`config.mk`:
```
export PLATFORM = sky130hd
export DESIGN_NAME = parity_sched
export DESIGN_NICKNAME = d
export VERILOG_FILES = /design/src/rtl/parity_sched_pkg.sv /design/src/rtl/parity_acc.sv /design/src/rtl/parity_sched.sv
export SDC_FILE = /design/constraint.sdc
export NUM_CORES = 1
export LEC_CHECK = 0
export ABC_AREA = 1
export ABC_CLOCK_PERIOD_IN_PS = 1500
export CAP_MARGIN = 20
export CORE_UTILIZATION = 45
export CTS_BUF_LIST = sky130_fd_sc_hd__clkbuf_16
export CTS_CLUSTER_SIZE = 24
export DETAILED_ROUTE_END_ITERATION = 10
export GPL_TIMING_DRIVEN = 1
export PLACE_DENSITY_LB_ADDON = 0.2
export SYNTH_ARGS = -nofsm -noshare
export SYNTH_HDL_FRONTEND = slang
export SYNTH_HIERARCHICAL = 1
export SYNTH_SLANG_ARGS = --single-unit
```
`constraint.sdc`:
```
create_clock -name clk -period 1.5 [get_ports clk]
set_clock_uncertainty 0.05 [all_clocks]
set_input_delay 0.15 -clock clk [delete_from_list [all_inputs] [get_ports clk]]
set_output_delay 0.15 -clock clk [all_outputs]
set_load 0.05 [all_outputs]
```
`src/rtl/parity_sched_pkg.sv`:
```
// Shared types and constants for the two-requester
// serial parity scheduler.
package parity_sched_pkg;

  localparam int NREQ = 2;

  typedef enum logic [1:0] {
    IDLE   = 2'd0,
    ACCUM  = 2'd1,
    RESULT = 2'd2
  } state_t;

endpackage

```
`src/rtl/parity_acc.sv`:
```
// Running-parity flop: clear has priority over enable,
// enable folds d into the stored parity.
module parity_acc (
  input  logic clk,
  input  logic rst,
  input  logic clr,
  input  logic en,
  input  logic d,
  output logic q
);

  logic r_q;

  // Clear or fold one data bit into the running parity.
  always_ff @(posedge clk) begin
    if (rst || clr) begin
      r_q <= 1'b0;
    end else if (en) begin
      r_q <= r_q ^ d;
    end
  end

  assign q = r_q;

endmodule

```
`src/rtl/parity_sched.sv`:
```
// Round-robin two-requester arbiter that accumulates the
// parity of one granted serial frame at a time.
module parity_sched
  import parity_sched_pkg::*;
#(
  parameter int FRAME_LEN = 8,
  parameter int CNT_W     = 8
) (
  input  logic            clk,
  input  logic            rst,
  input  logic [NREQ-1:0] req,
  output logic [NREQ-1:0] gnt,
  input  logic [NREQ-1:0] in_valid,
  input  logic [NREQ-1:0] in_bit,
  output logic            res_valid,
  input  logic            res_ready,
  output logic            res_parity,
  output logic            res_id
);

  state_t     r_state;
  logic       r_g;
  logic       r_ptr;
  logic [CNT_W-1:0] r_cnt;
  logic       r_par;
  logic       r_id;

  state_t     w_state_nxt;
  logic       w_g_nxt;
  logic       w_ptr_nxt;
  logic [CNT_W-1:0] w_cnt_nxt;
  logic       w_par_nxt;
  logic       w_id_nxt;
  logic       w_clr;
  logic       w_en;
  logic       w_acc;
  logic       w_win;
  logic       w_vld;
  logic       w_bit;
  logic       w_keep;
  logic       w_last;

  // r_ptr names the favoured requester on a tie.
  assign w_win  = (req == 2'b11) ? r_ptr : req[1];
  assign w_vld  = in_valid[r_g];
  assign w_bit  = in_bit[r_g];
  assign w_keep = req[r_g];
  assign w_last = (r_cnt == CNT_W'(FRAME_LEN - 1));

  parity_acc u_acc (
    .clk (clk),
    .rst (rst),
    .clr (w_clr),
    .en  (w_en),
    .d   (w_bit),
    .q   (w_acc)
  );

  // Next-state, arbitration and result-latch decisions.
  always_comb begin
    w_state_nxt = r_state;
    w_g_nxt     = r_g;
    w_ptr_nxt   = r_ptr;
    w_cnt_nxt   = r_cnt;
    w_par_nxt   = r_par;
    w_id_nxt    = r_id;
    w_clr       = 1'b0;
    w_en        = 1'b0;
    unique case (r_state)
      IDLE: begin
        if (|req) begin
          w_g_nxt     = w_win;
          w_cnt_nxt   = '0;
          w_clr       = 1'b1;
          w_state_nxt = ACCUM;
        end
      end
      ACCUM: begin
        if (!w_keep) begin
          w_ptr_nxt   = ~r_g;
          w_state_nxt = IDLE;
        end else if (w_vld) begin
          if (w_last) begin
            w_par_nxt   = w_acc ^ w_bit;
            w_id_nxt    = r_g;
            w_ptr_nxt   = ~r_g;
            w_state_nxt = RESULT;
          end else begin
            w_en      = 1'b1;
            w_cnt_nxt = r_cnt + CNT_W'(1);
          end
        end
      end
      RESULT: begin
        if (res_ready) begin
          w_state_nxt = IDLE;
        end
      end
      default: begin
        w_state_nxt = IDLE;
      end
    endcase
  end

  // State and datapath registers with synchronous reset.
  always_ff @(posedge clk) begin
    if (rst) begin
      r_state <= IDLE;
      r_g     <= 1'b0;
      r_ptr   <= 1'b0;
      r_cnt   <= '0;
      r_par   <= 1'b0;
      r_id    <= 1'b0;
    end else begin
      r_state <= w_state_nxt;
      r_g     <= w_g_nxt;
      r_ptr   <= w_ptr_nxt;
      r_cnt   <= w_cnt_nxt;
      r_par   <= w_par_nxt;
      r_id    <= w_id_nxt;
    end
  end

  assign gnt        = (r_state == ACCUM) ?
                      (NREQ'(1) << r_g) : '0;
  assign res_valid  = (r_state == RESULT);
  assign res_parity = r_par;
  assign res_id     = r_id;

endmodule

```
==> impl_metrics.toml <==
[floorplanning]
start_util_pct = 48.3
die_w_microns = 47.9
coreArea_sq_um = 1960
row_count = 16
ios = 14
die-area_sq_um = 2300
die_h_microns = 47.9

[cells_and_area]
antennaDiodeCount = 0
drive_gt1_share_pct = 19.8
final_cells = 204
stdcell_area_sq_um = 1280
area_growth_syn_to_layout_pct = 35.4
layout.nets = 188

[critical_path]
critPathKind = "register to output pin"
path_max_fanout = 7
end_kind = "output pin"
required_ns = 1.30
worstSetupStartpointType = "register"
arrival_ns = 1.27

[cts]
cts.reportedPaths.clkPinSlew_ns = 0.05
cts_tree = "yes"
clkLatencyLatePin_ns = 0.25
cts-root-buf = "clkbuf_16"
post_cts_buffers = 0
cts.sinks = 15
cts_hold_repair.buffers = 0
cts_made_buffers = 3
clk_path_buf_depth = 2
ctsResizeCount = 0
cts.htree.levels = 1

[synth]
syn_avg_cell_area_sq_um = 6.16
yosysUniqueCellTypes = 24
synth.cell_area_sq_um = 948
yosys_register_bits = 15
synth_cells = 154
yosysWarnings = 6
yosysSeqAreaShare_pct = 31.7
yosys-top-cells-area = "dfxtp_1 (32%), nand2_1 (16%), nor2_1 (9.1%), nand3_1 (7.9%), inv_1 (7.1%)"
netlist.top_cell.by_area = "dfxtp_1"
synth_top_area_share_pct = 31.7
syn_nets = 164

[placed_design]
pre_cts_ws_ns = -0.125
dpl.hpwl_microns = 1740
place_congestion = 0.915
placed_cell_area_sq_um = 1180
portBuffers = 13
place_inst = 200

[route]
vias_per_cell = 5.12
drc = 0
wirelength_microns = 2350
ant_nets = 0
drtPass1Iterations = 4
wire_per_inst_microns = 11.5
vias = 1044
drtIter0Drc = 45

[global_route]
grt_max_degree = 11
antenna_found_initial = 0
track_usage_pct = 21.5
grt_pass1_wl_microns = 3440
grt_overflow_total = 0
grt_pass1_vias = 817

[flow_run]
cap_violations = 0

[timing]
finalSetupViolCount = 0
rsz0062_at_grt = "yes"
min_period_ns = 1.47
period_share_pct = 97.9
setup_ws_ns = 0.0313
tightest_slew_ns = 0.357
fmax_mhz = 681
relSlewSlack_pct = 76.0
slew_viol_final = 0
hold_violations = 0

[pwr]
ir_drop_uv = 736
pwr_density_cell_nw_per_um2 = 1050
leakage_nw = 0.565

[run_status]
status = "completed"

[hold_path]
hp-class = "register to register"
==> per-layer routing <==
layer,vias to the layer above,track usage (%),wire (microns)
met1,462,28.0,1060
met2,43,35.1,1120
met3,4,3.77,143
met5,-,0,0
met4,0,8.33,29
li1,535,-,-
==> worst max-delay path, cell delays in order (launching register included) <==
cell	delay, ns
dfxtp_1	0.40
nand2_2	0.11
buf_4	0.17
nor2_1	0.18
buf_12	0.17
==> cells in the mapped netlist <==
library cell,n
inv_4,1
o21bai_1,2
nand4_1,1
o21ai_0,5
nand3_1,15
inv_1,18
inv_2,1
xor2_1,1
o21ai_1,2
o21ai_2,1
nor2_2,3
o211ai_1,1
nor3_1,1
nand2_1,41
a21oi_1,12
nor3b_1,1
dfxtp_1,15
nand2_2,5
buf_6,1
nand3b_1,1
buf_1,1
o21ai_4,1
ha_1,1
nor2_1,23
==> layout make-up <==
type                    count  area, sq um
clock inverters             1         5.00
well taps                  27         33.8
multi-input cells         117          573
flip-flops and latches     15          304
fillers                   187          678
repair buffers             21          215
clock buffers               3         75.1
inverters                  20         77.6
==> through the flow <==
stage / TNS [ns] / total power [W] / hold WS [ns] / util [%]
floorplan: 0 / 0.000678 / 0.245 / -
global placement: -0.276 / 0.000802 / 0.409 / 60.4
detailed placement: -0.677 / 0.000809 / 0.417 / 60.4
CTS: 0 / 0.00134 / 0.426 / 64.5
global route: -0.0385 / 0.00140 / 0.459 / 65.4
finish: 0 / 0.00135 / 0.421 / 65.4
==> kinds of logic (layout without fill, tap and decap cells) <==
| family | Yosys count | after routing | synth area share [%] |
|---|---|---|---|
| adder cells (fa/ha/maj) | 1 | 1 | 1.32 |
| AO/OA/AOI/OAI | 24 | 24 | 15.0 |
| XOR/XNOR | 1 | 1 | 0.924 |
| buffers and inverters | 22 | 45 | 9.76 |
| AND/OR/NAND/NOR | 91 | 91 | 41.3 |
| flip-flops | 15 | 15 | 31.7 |
==> worst paths after layout <==
check	startpoint	endpoint	slack [ns]	depth (start not counted)
max	r_state[0]	gnt[0]	0.03	4
max reg2reg	r_g	u_acc/q	0.09	9
min reg2reg	res_parity	res_parity	0.42	2
min	res_parity	res_parity	0.42	2
==> report_power, final <==
part           switching, W  internal [W]
logic              0.000220      0.000149
clock network      0.000176      0.000357
registers         0.0000251      0.000421
total              0.000421      0.000926
==> flip-flops by register name, indices dropped and copies added (netlist names) <==
| register | flops |
|---|---|
| r_cnt | 8 |
| r_g | 1 |
| r_ptr | 1 |
| r_state | 2 |
| res_id | 1 |
| res_parity | 1 |
| u_acc/q | 1 |
==> cells in the final DEF, fill, tap and decap left out, drive strengths merged <==
cell and count:
clkbuf 3, nor3b 1, xor2 1, dfxtp 15, nand4 1, clkdlybuf4s50 8, nor3 1, inv 20
ha 1, a21oi 12, buf 13, o211ai 1, nand3 15, nand3b 1, clkinv 1, nand2 46
o21bai 2, o21ai 9, nor2 26
No activity file was read; power rests on OpenSTA's default activity.
